===== src/rtl/pipe_pkg.sv =====
// rtl/pipe_pkg.sv - shared types and constants for the pipeline hazard/sequencing controller
package pipe_pkg;

    typedef enum logic {
        RUN      = 1'b0,
        MEM_WAIT = 1'b1
    } state_t;

    localparam logic [1:0] PCSRC_SEQ = 2'd0;
    localparam logic [1:0] PCSRC_BR  = 2'd1;
    localparam logic [1:0] PCSRC_J   = 2'd2;
    localparam logic [1:0] PCSRC_JR  = 2'd3;

    localparam logic [4:0] ZERO_REG = 5'd0;

    // JR outranks J/JAL, which outrank a conditional branch.
    function automatic logic [1:0] redirect_src(input logic jr, input logic jmp);
        if (jr) begin
            return PCSRC_JR;
        end else if (jmp) begin
            return PCSRC_J;
        end else begin
            return PCSRC_BR;
        end
    endfunction

endpackage


===== src/rtl/hazard_detect.sv =====
// rtl/hazard_detect.sv - combinational load-use and taken-control-transfer detection
module hazard_detect
    import pipe_pkg::*;
(
    input  logic [4:0] IF_ID_Rs,
    input  logic [4:0] IF_ID_Rt,
    input  logic       ID_EX_MemRead,
    input  logic [4:0] ID_EX_WriteReg,
    input  logic       BEQ_EX_MEM,
    input  logic       BNE_EX_MEM,
    input  logic       Zero_EX_MEM,
    input  logic       J_EX_MEM,
    input  logic       JAL_EX_MEM,
    input  logic       JR_EX_MEM,
    output logic       load_use,
    output logic       take
);

    logic src_match;

    always_comb begin
        src_match = (ID_EX_WriteReg == IF_ID_Rs) | (ID_EX_WriteReg == IF_ID_Rt);
        // A load into $zero never produces a value worth waiting for.
        load_use  = ID_EX_MemRead & (ID_EX_WriteReg != ZERO_REG) & src_match;
        take      = (BEQ_EX_MEM & Zero_EX_MEM) | (BNE_EX_MEM & ~Zero_EX_MEM)
                  | J_EX_MEM | JAL_EX_MEM | JR_EX_MEM;
    end

endmodule


===== src/rtl/pipeline_ctrl.sv =====
// rtl/pipeline_ctrl.sv - 5-stage pipeline stall/flush/next-PC controller with memory wait and perf counters
module pipeline_ctrl
    import pipe_pkg::*;
#(
    parameter int MEM_TIMEOUT = 16,
    parameter int CNT_W       = 16
) (
    input  logic             clk,
    input  logic             reset,
    input  logic [4:0]       IF_ID_Rs,
    input  logic [4:0]       IF_ID_Rt,
    input  logic             ID_EX_MemRead,
    input  logic [4:0]       ID_EX_WriteReg,
    input  logic             BEQ_EX_MEM,
    input  logic             BNE_EX_MEM,
    input  logic             Zero_EX_MEM,
    input  logic             J_EX_MEM,
    input  logic             JAL_EX_MEM,
    input  logic             JR_EX_MEM,
    input  logic             MemRead_EX_MEM,
    input  logic             MemWrite_EX_MEM,
    input  logic             mem_ready,
    output logic             mem_req,
    output logic             PC_Enable,
    output logic             Enable_IF_ID,
    output logic             Enable_ID_EX,
    output logic             Enable_EX_MEM,
    output logic             Enable_MEM_WB,
    output logic             Flush_IF_ID,
    output logic             Flush_ID_EX,
    output logic             Flush_EX_MEM,
    output logic [1:0]       PCSrc,
    output logic             mem_error,
    output logic [CNT_W-1:0] stall_count,
    output logic [CNT_W-1:0] flush_count
);

    localparam int WAIT_W = $clog2(MEM_TIMEOUT + 1);

    state_t            state;
    state_t            state_next;
    logic [WAIT_W-1:0] wait_cnt;
    logic [WAIT_W-1:0] wait_next;

    logic load_use;
    logic take;
    logic mem_op;
    logic timeout;
    logic advance;
    logic redirect;
    logic lu_stall;
    logic stall_inc;

    hazard_detect u_hazard (
        .IF_ID_Rs       (IF_ID_Rs),
        .IF_ID_Rt       (IF_ID_Rt),
        .ID_EX_MemRead  (ID_EX_MemRead),
        .ID_EX_WriteReg (ID_EX_WriteReg),
        .BEQ_EX_MEM     (BEQ_EX_MEM),
        .BNE_EX_MEM     (BNE_EX_MEM),
        .Zero_EX_MEM    (Zero_EX_MEM),
        .J_EX_MEM       (J_EX_MEM),
        .JAL_EX_MEM     (JAL_EX_MEM),
        .JR_EX_MEM      (JR_EX_MEM),
        .load_use       (load_use),
        .take           (take)
    );

    // advance marks cycles in which EX_MEM moves on; a pending redirect only fires then.
    always_comb begin
        mem_op  = MemRead_EX_MEM | MemWrite_EX_MEM;
        timeout = (state == MEM_WAIT) & ~mem_ready & (wait_cnt == WAIT_W'(MEM_TIMEOUT));
        if (state == RUN) begin
            advance = ~mem_op | mem_ready;
        end else begin
            advance = mem_ready | timeout;
        end
        redirect  = advance & take;
        lu_stall  = advance & ~take & load_use;
        stall_inc = (state == MEM_WAIT) | lu_stall;
    end

    always_ff @(posedge clk) begin
        if (reset) begin
            state    <= RUN;
            wait_cnt <= '0;
        end else begin
            state    <= state_next;
            wait_cnt <= wait_next;
        end
    end

    always_comb begin
        state_next = state;
        wait_next  = wait_cnt;
        case (state)
            RUN: begin
                if (mem_op & ~mem_ready) begin
                    state_next = MEM_WAIT;
                    wait_next  = WAIT_W'(1);
                end
            end
            MEM_WAIT: begin
                if (mem_ready | timeout) begin
                    state_next = RUN;
                end else begin
                    wait_next = wait_cnt + WAIT_W'(1);
                end
            end
            default: state_next = RUN;
        endcase
    end

    always_comb begin
        mem_req       = 1'b0;
        PC_Enable     = 1'b0;
        Enable_IF_ID  = 1'b0;
        Enable_ID_EX  = 1'b0;
        Enable_EX_MEM = 1'b0;
        Enable_MEM_WB = 1'b0;
        Flush_IF_ID   = 1'b0;
        Flush_ID_EX   = 1'b0;
        Flush_EX_MEM  = 1'b0;
        PCSrc         = PCSRC_SEQ;
        if (!reset) begin
            mem_req = (state == MEM_WAIT) | mem_op;
            if (advance) begin
                PC_Enable     = 1'b1;
                Enable_IF_ID  = 1'b1;
                Enable_ID_EX  = 1'b1;
                Enable_EX_MEM = 1'b1;
                Enable_MEM_WB = 1'b1;
                if (redirect) begin
                    Flush_IF_ID  = 1'b1;
                    Flush_ID_EX  = 1'b1;
                    Flush_EX_MEM = 1'b1;
                    PCSrc        = redirect_src(JR_EX_MEM, J_EX_MEM | JAL_EX_MEM);
                end else if (lu_stall) begin
                    PC_Enable    = 1'b0;
                    Enable_IF_ID = 1'b0;
                    Flush_ID_EX  = 1'b1;
                end
            end
        end
    end

    always_ff @(posedge clk) begin
        if (reset) begin
            mem_error   <= 1'b0;
            stall_count <= '0;
            flush_count <= '0;
        end else begin
            if (timeout) begin
                mem_error <= 1'b1;
            end
            if (stall_inc && (stall_count != {CNT_W{1'b1}})) begin
                stall_count <= stall_count + CNT_W'(1);
            end
            if (redirect && (flush_count != {CNT_W{1'b1}})) begin
                flush_count <= flush_count + CNT_W'(1);
            end
        end
    end

endmodule


===== config.mk =====
export PLATFORM = sky130hd
export DESIGN_NAME = pipeline_ctrl
export DESIGN_NICKNAME = d
export VERILOG_FILES = /design/src/rtl/pipe_pkg.sv /design/src/rtl/hazard_detect.sv /design/src/rtl/pipeline_ctrl.sv
export SDC_FILE = /design/constraint.sdc
export NUM_CORES = 1
export LEC_CHECK = 0
export BUFFER_PORTS_ARGS = -buffer_cell sky130_fd_sc_hd__buf_4
export CORE_UTILIZATION = 35
export CTS_BUF_LIST = sky130_fd_sc_hd__clkbuf_8
export CTS_CLUSTER_SIZE = 20
export DETAILED_ROUTE_END_ITERATION = 10
export PLACE_DENSITY = 0.61
export SYNTH_ARGS = -nofsm -noshare
export SYNTH_HDL_FRONTEND = slang
export SYNTH_SLANG_ARGS = --single-unit

===== constraint.sdc =====
create_clock -name clk -period 4.65 [get_ports clk]
set_clock_uncertainty 0.2 [all_clocks]
set_input_delay 0.465 -clock clk [delete_from_list [all_inputs] [get_ports clk]]
set_output_delay 0.465 -clock clk [all_outputs]
set_load 0.02 [all_outputs]

* Word level (Yosys, flattened, before mapping)
Index checks and enable logic that the tools add are counted.
** Word-level totals
- Register bits after elaboration :: 39
- Input port bits :: 27
- Output and inout port bits :: 44
- Logic and storage cells :: 71
** Cells by class
- Add/sub/neg operators :: 3
- Eq/ne operators :: 7
- Multiplexer cells :: 26
- Bitwise operators :: 26
- Reduce and logical (&&, ||, !) cells :: 4
** Operator list (number)
- $add A16 B1 Y16 const B :: 2
- $ne A16 B16 Y1 const B :: 2
- $mux W1 :: 17
- $or A1 B1 Y1 :: 11
- $and A1 B1 Y1 :: 10
- $eq A5 B5 Y1 :: 2
- $mux W2 :: 5
- $mux W5 :: 2
- $pmux W5 S2 :: 1
- $add A5 B1 Y5 const B :: 1
- $eq A5 B5 Y1 const B :: 1
- $not A1 Y1 :: 5
- $reduce_bool A5 Y1 :: 1
- $logic_and A1 B1 Y1 :: 2
- $ne A2 B1 Y1 const B :: 1
- $ne A2 B2 Y1 const B :: 1
- $pmux W1 S2 :: 1
- $reduce_and A2 Y1 :: 1

* Logic depth before layout (Yosys ltp)
- Depth after elaboration :: 13
- Mapped depth :: 10
- Gate-level depth less buffers :: 8

* Modules after synthesis
A second synthesis with hierarchy kept.
** Second synthesis, totals
- Cells, all modules :: 263
- Area, all modules :: 2248.4 µm²
** By module, submodules not included
- pipeline_ctrl :: times used 1, cells an instance 243, area each 2104.5 µm², seq. area each 780.7 µm²
- hazard_detect :: times used 1, cells an instance 20, area each 143.9 µm², seq. area each 0.0 µm²

* Worst setup path after synthesis
Ideal clock, no wire load.
- Path type :: reg2out
- From :: register wait_cnt[0]
- To :: output port PC_Enable
- Arrival time :: 1.968 ns
- Data required time :: 3.985 ns
- Setup slack :: 2.017 ns
- Cell stages (with the launch flop) :: 8
- Buffers on the path :: 1
- Path through :: dfxtp_1 > inv_1 > ha_1 > and4b_4 > a211oi_4 > nor2_4 > a31oi_1 > buf_4
** On the way
- Word-level cells in the longest chain between the ends :: 10
- Elaborated cells between the ends (all ways) :: 11
- Classes of those cells :: eq/ne: 1; mux: 5; bitwise: 5
** Ends and longest elaborated chain
- from (decl) :: line pipeline_ctrl.sv:42 : logic [WAIT_W-1:0] wait_cnt;
- from (signal assigned) :: line pipeline_ctrl.sv:89 : wait_cnt <= wait_next;
- $eq A5 B5 Y1 (*) :: line pipeline_ctrl.sv:72 : timeout = (state == MEM_WAIT) & ~mem_ready & (wait_cnt == WAIT_W'(MEM_TIMEOUT));
- $and A1 B1 Y1 (*) :: line pipeline_ctrl.sv:72
- $or A1 B1 Y1 (*) :: line pipeline_ctrl.sv:76 : advance = mem_ready | timeout;
- $mux W1 (*) :: line pipeline_ctrl.sv:73 : if (state == RUN) begin
- $and A1 B1 Y1 (2 in series) :: line pipeline_ctrl.sv:79 : lu_stall = advance & ~take & load_use;
- $mux W1 (2 in series)
- $mux W1 (*) (2 in series)
- to (decl) :: line pipeline_ctrl.sv:24 : output logic PC_Enable,
Every way passes the cells marked *; elsewhere a longest branch is shown, timed or not.

* Worst setup path in the final report
- From :: register wait_cnt[0]
- To :: output port PCSrc[0]
** On the way
- Word-level cells in the longest chain between the ends :: 8
** Ends and longest elaborated chain
- $eq A5 B5 Y1 (*) :: line pipeline_ctrl.sv:72
- $and A1 B1 Y1 (*) :: line pipeline_ctrl.sv:72
- $or A1 B1 Y1 (*) :: line pipeline_ctrl.sv:76
- $mux W1 (*) :: line pipeline_ctrl.sv:73
- $and A1 B1 Y1 :: line pipeline_ctrl.sv:78 : redirect = advance & take;
- $mux W2 :: line pipeline_ctrl.sv:133 : if (redirect) begin
- $mux W2 (*) :: line pipeline_ctrl.sv:127 : if (advance) begin
- $mux W2 (*) :: line pipeline_ctrl.sv:125 : if (!reset) begin
- to (decl) :: line pipeline_ctrl.sv:32 : output logic [1:0] PCSrc,
Marked as above.

==> results.json <==
{
  "area_delta_synth_final_pct": 29.5,
  "yosysWarnings": 0,
  "fmax_mhz": 344,
  "ctsRootBufferMaster": "clkbuf_8",
  "clk_latency_ns": 0.29,
  "synth_seq_cells": 39,
  "fin_crit_sh_pct": 62.5,
  "cp-endpoint": "PCSrc[0]",
  "path_cells": "inv_1 -> ha_1 -> and4b_4 -> a211oi_4 -> or2_2 -> nor2_1 -> o21a_1 -> buf_4",
  "place.gp.congestion": 0.776,
  "grt.overflow.total": 0,
  "path_class": "reg -> out",
  "crit_start": "wait_cnt[0]$_SDFFE_PP0P_",
  "tritoncts.num_buffers": 5,
  "synth_area_leader_cell": "dfxtp_1",
  "drc": 0,
  "drv_slew": 0,
  "r2r_setup_slack_ns": 1.89,
  "detailedPlace.worstSlack_ns": 1.88,
  "utilization_pct": 47.1,
  "tritoncts": "built",
  "finalSetupViolations": 0,
  "syn_avg_cell_area_um2": 8.33,
  "arrival_ns": 2.24,
  "setup_tns_ns": 0,
  "synthFlopType": "dfxtp_1",
  "wl_per_cell_um": 12.7,
  "r2r-start": "wait_cnt[0]$_SDFFE_PP0P_",
  "die_area_um2": 6500,
  "fillCellCount": 592,
  "crit_required_ns": 3.98,
  "ys_top_cells_by_area": "dfxtp_1, nor2_1, xor2_1",
  "cp.buffers_inverters": 2,
  "grt_max_degree": 40,
  "power.ir.vdd_worst_mv": 0.129,
  "ys_types": 42,
  "htreeDepth": 2,
  "grt_pass1_vias": 1962,
  "synth-edff-count": 0,
  "vias_per_cell": 5.18,
  "run_status": "complete, no violations",
  "min_period_ns": 2.91,
  "nNetsFinal": 354,
  "cts_setup_buffers": 0,
  "ys_async_sr_fraction_pct": 0,
  "cp_top_family": "compound AO/OA/AOI/OAI gates",
  "rsz0062_at_grt": "false",
  "yosysMostFrequentCell": "dfxtp_1",
  "drt_first_iter_violations": 141,
  "io_pins": 71,
  "start_util_pct": 36.3,
  "hold_path_class": "reg -> reg",
  "syn_inst": 260,
  "core_um2": 5960,
  "io_buffers": 70,
  "cts_sinks": 39,
  "setup_ws_ns": 1.74,
  "die-width_um": 80.6,
  "worst_slew_pin_slew_ns": 1.02,
  "rows": 28,
  "hold_buffers": 0,
  "r2r_end": "stall_count[10]$_SDFFE_PP0P_",
  "grt_pass1_wl_mm": 8.80,
  "clk_pin_slew_ns": 0.07,
  "post_cts_resize_count": 0,
  "netlist_area_um2": 2160,
  "hpwl_mm": 3.67,
  "drive_above_1_share_pct": 27.5,
  "antenna_found_initial": 0,
  "holdPathStages": 2,
  "antenna_cells": 0,
  "synth_top_area_share_pct": 36.1,
  "routed_wl_mm": 5.05,
  "hold_viol_final": 0,
  "relSlewSlack_pct": 32.1,
  "path_depth": 8,
  "critPathMaxStageDelay_ns": 0.48,
  "cap_violations": 0,
  "critPathCaptureType": "output port",
  "reg2regPathDepth": 8,
  "ys_seq_area_share_pct": 36.1,
  "cp-start-kind": "flip-flop",
  "synth_nets": 291,
  "die_h_um": 80.6,
  "leakagePower_nw": 1.11,
  "slowest_stage": "a211oi_4",
  "hold_slack_ns": 0.287,
  "routed-via-count": 2065,
  "critPathMaxFanout": 10,
  "clock_path_buffers": 2,
  "power_density_nw_per_um2": 247,
  "grtUsageTotal_pct": 17.2,
  "drt_first_pass_iters": 4,
  "antenna_left": 0,
  "synthTopCellsByCount": "dfxtp_1, nor2_1, nand3_1"
}
## power breakdown
part / total, mW / internal (mW) / switching (mW)
sequential: 0.345 / 0.339 / 0.00673
clock: 0.249 / 0.133 / 0.116
combinational: 0.0984 / 0.0454 / 0.0530
total: 0.693 / 0.517 / 0.176
## sequential cells by signal, summed over array words and instances, names as in the netlist
name         cells
wait_cnt         5
state            1
stall_count     16
mem_error        1
flush_count     16
## cells by family (layout without fill, tap and decap cells)
kind of cell	Yosys count	count (layout)	share of synthesized area, %
mux	3	3	1.45
flops	39	39	36.1
fa+ha+maj	4	4	2.31
compound gates	43	43	14.2
buf+inv	25	89	6.01
xor+xnor	27	27	10.9
simple gates	119	119	29.1
## tightest hold or removal path, delay by kind of cell, from the launching register on
family             cells  cell delay (ns)
DFF                    1             0.34
and+or+nand+nor        1             0.07
AOI/OAI and AO/OA      1             0.05
## layout make-up
type                            count  area, µm²  share of cell area, %
Timing Repair Buffer               71        533                   19.0
Clock inverter                      1       3.75                  0.134
Sequential cell                    39        781                   27.8
Inverter                           10       37.5                   1.34
Tap cell                           75       93.8                   3.35
Clock buffer                        7       96.3                   3.44
Multi-Input combinational cell    196       1260                   44.9
## stage by stage
step / area (µm²) / power (mW) / cells
after CTS: 2800 / 0.703 / 399
after global placement: 2700 / 0.452 / 391
after floorplan: 2160 / 0.414 / 260
after global routing: 2800 / 0.730 / 399
final: 2800 / 0.693 / 399
after detailed placement: 2700 / 0.453 / 391
## cells in the final DEF (no fill, tap or decap), types with 10 or more instances in the layout
cell and count:
a21oi_1 16, buf_4 71, dfxtp_1 39, inv_1 11
nand2_1 12, nand3_1 22, nand4_1 10, nor2_1 36
o31ai_1 11, or4_1 11, xnor2_1 12, xor2_1 15
## routing by layer
metal / vias up / part of all wire (%) / global-route usage (%)
met2: 58 / 45 / 28.1
met1: 941 / 47 / 21.9
met4: 0 / 1.4 / 5.54
li1: 1057 / - / -
met3: 9 / 5.9 / 4.43
met5: - / 0 / 0
## how the worst min path moves through the flow
stage | endpoint | slack (ns) | startpoint
final | mem_error$_SDFFE_PP0P_ | 0.29 | mem_error$_SDFFE_PP0P_
after floorplan | wait_cnt[1]$_SDFFE_PP0P_ | 0.28 | wait_cnt[1]$_SDFFE_PP0P_
after CTS | mem_error$_SDFFE_PP0P_ | 0.29 | mem_error$_SDFFE_PP0P_
after global placement | mem_error$_SDFFE_PP0P_ | 0.28 | mem_error$_SDFFE_PP0P_
after detailed placement | mem_error$_SDFFE_PP0P_ | 0.26 | mem_error$_SDFFE_PP0P_
after global routing | stall_count[5]$_SDFFE_PP0P_ | 0.32 | stall_count[5]$_SDFFE_PP0P_
No activity file was read; power rests on OpenSTA's default activity.
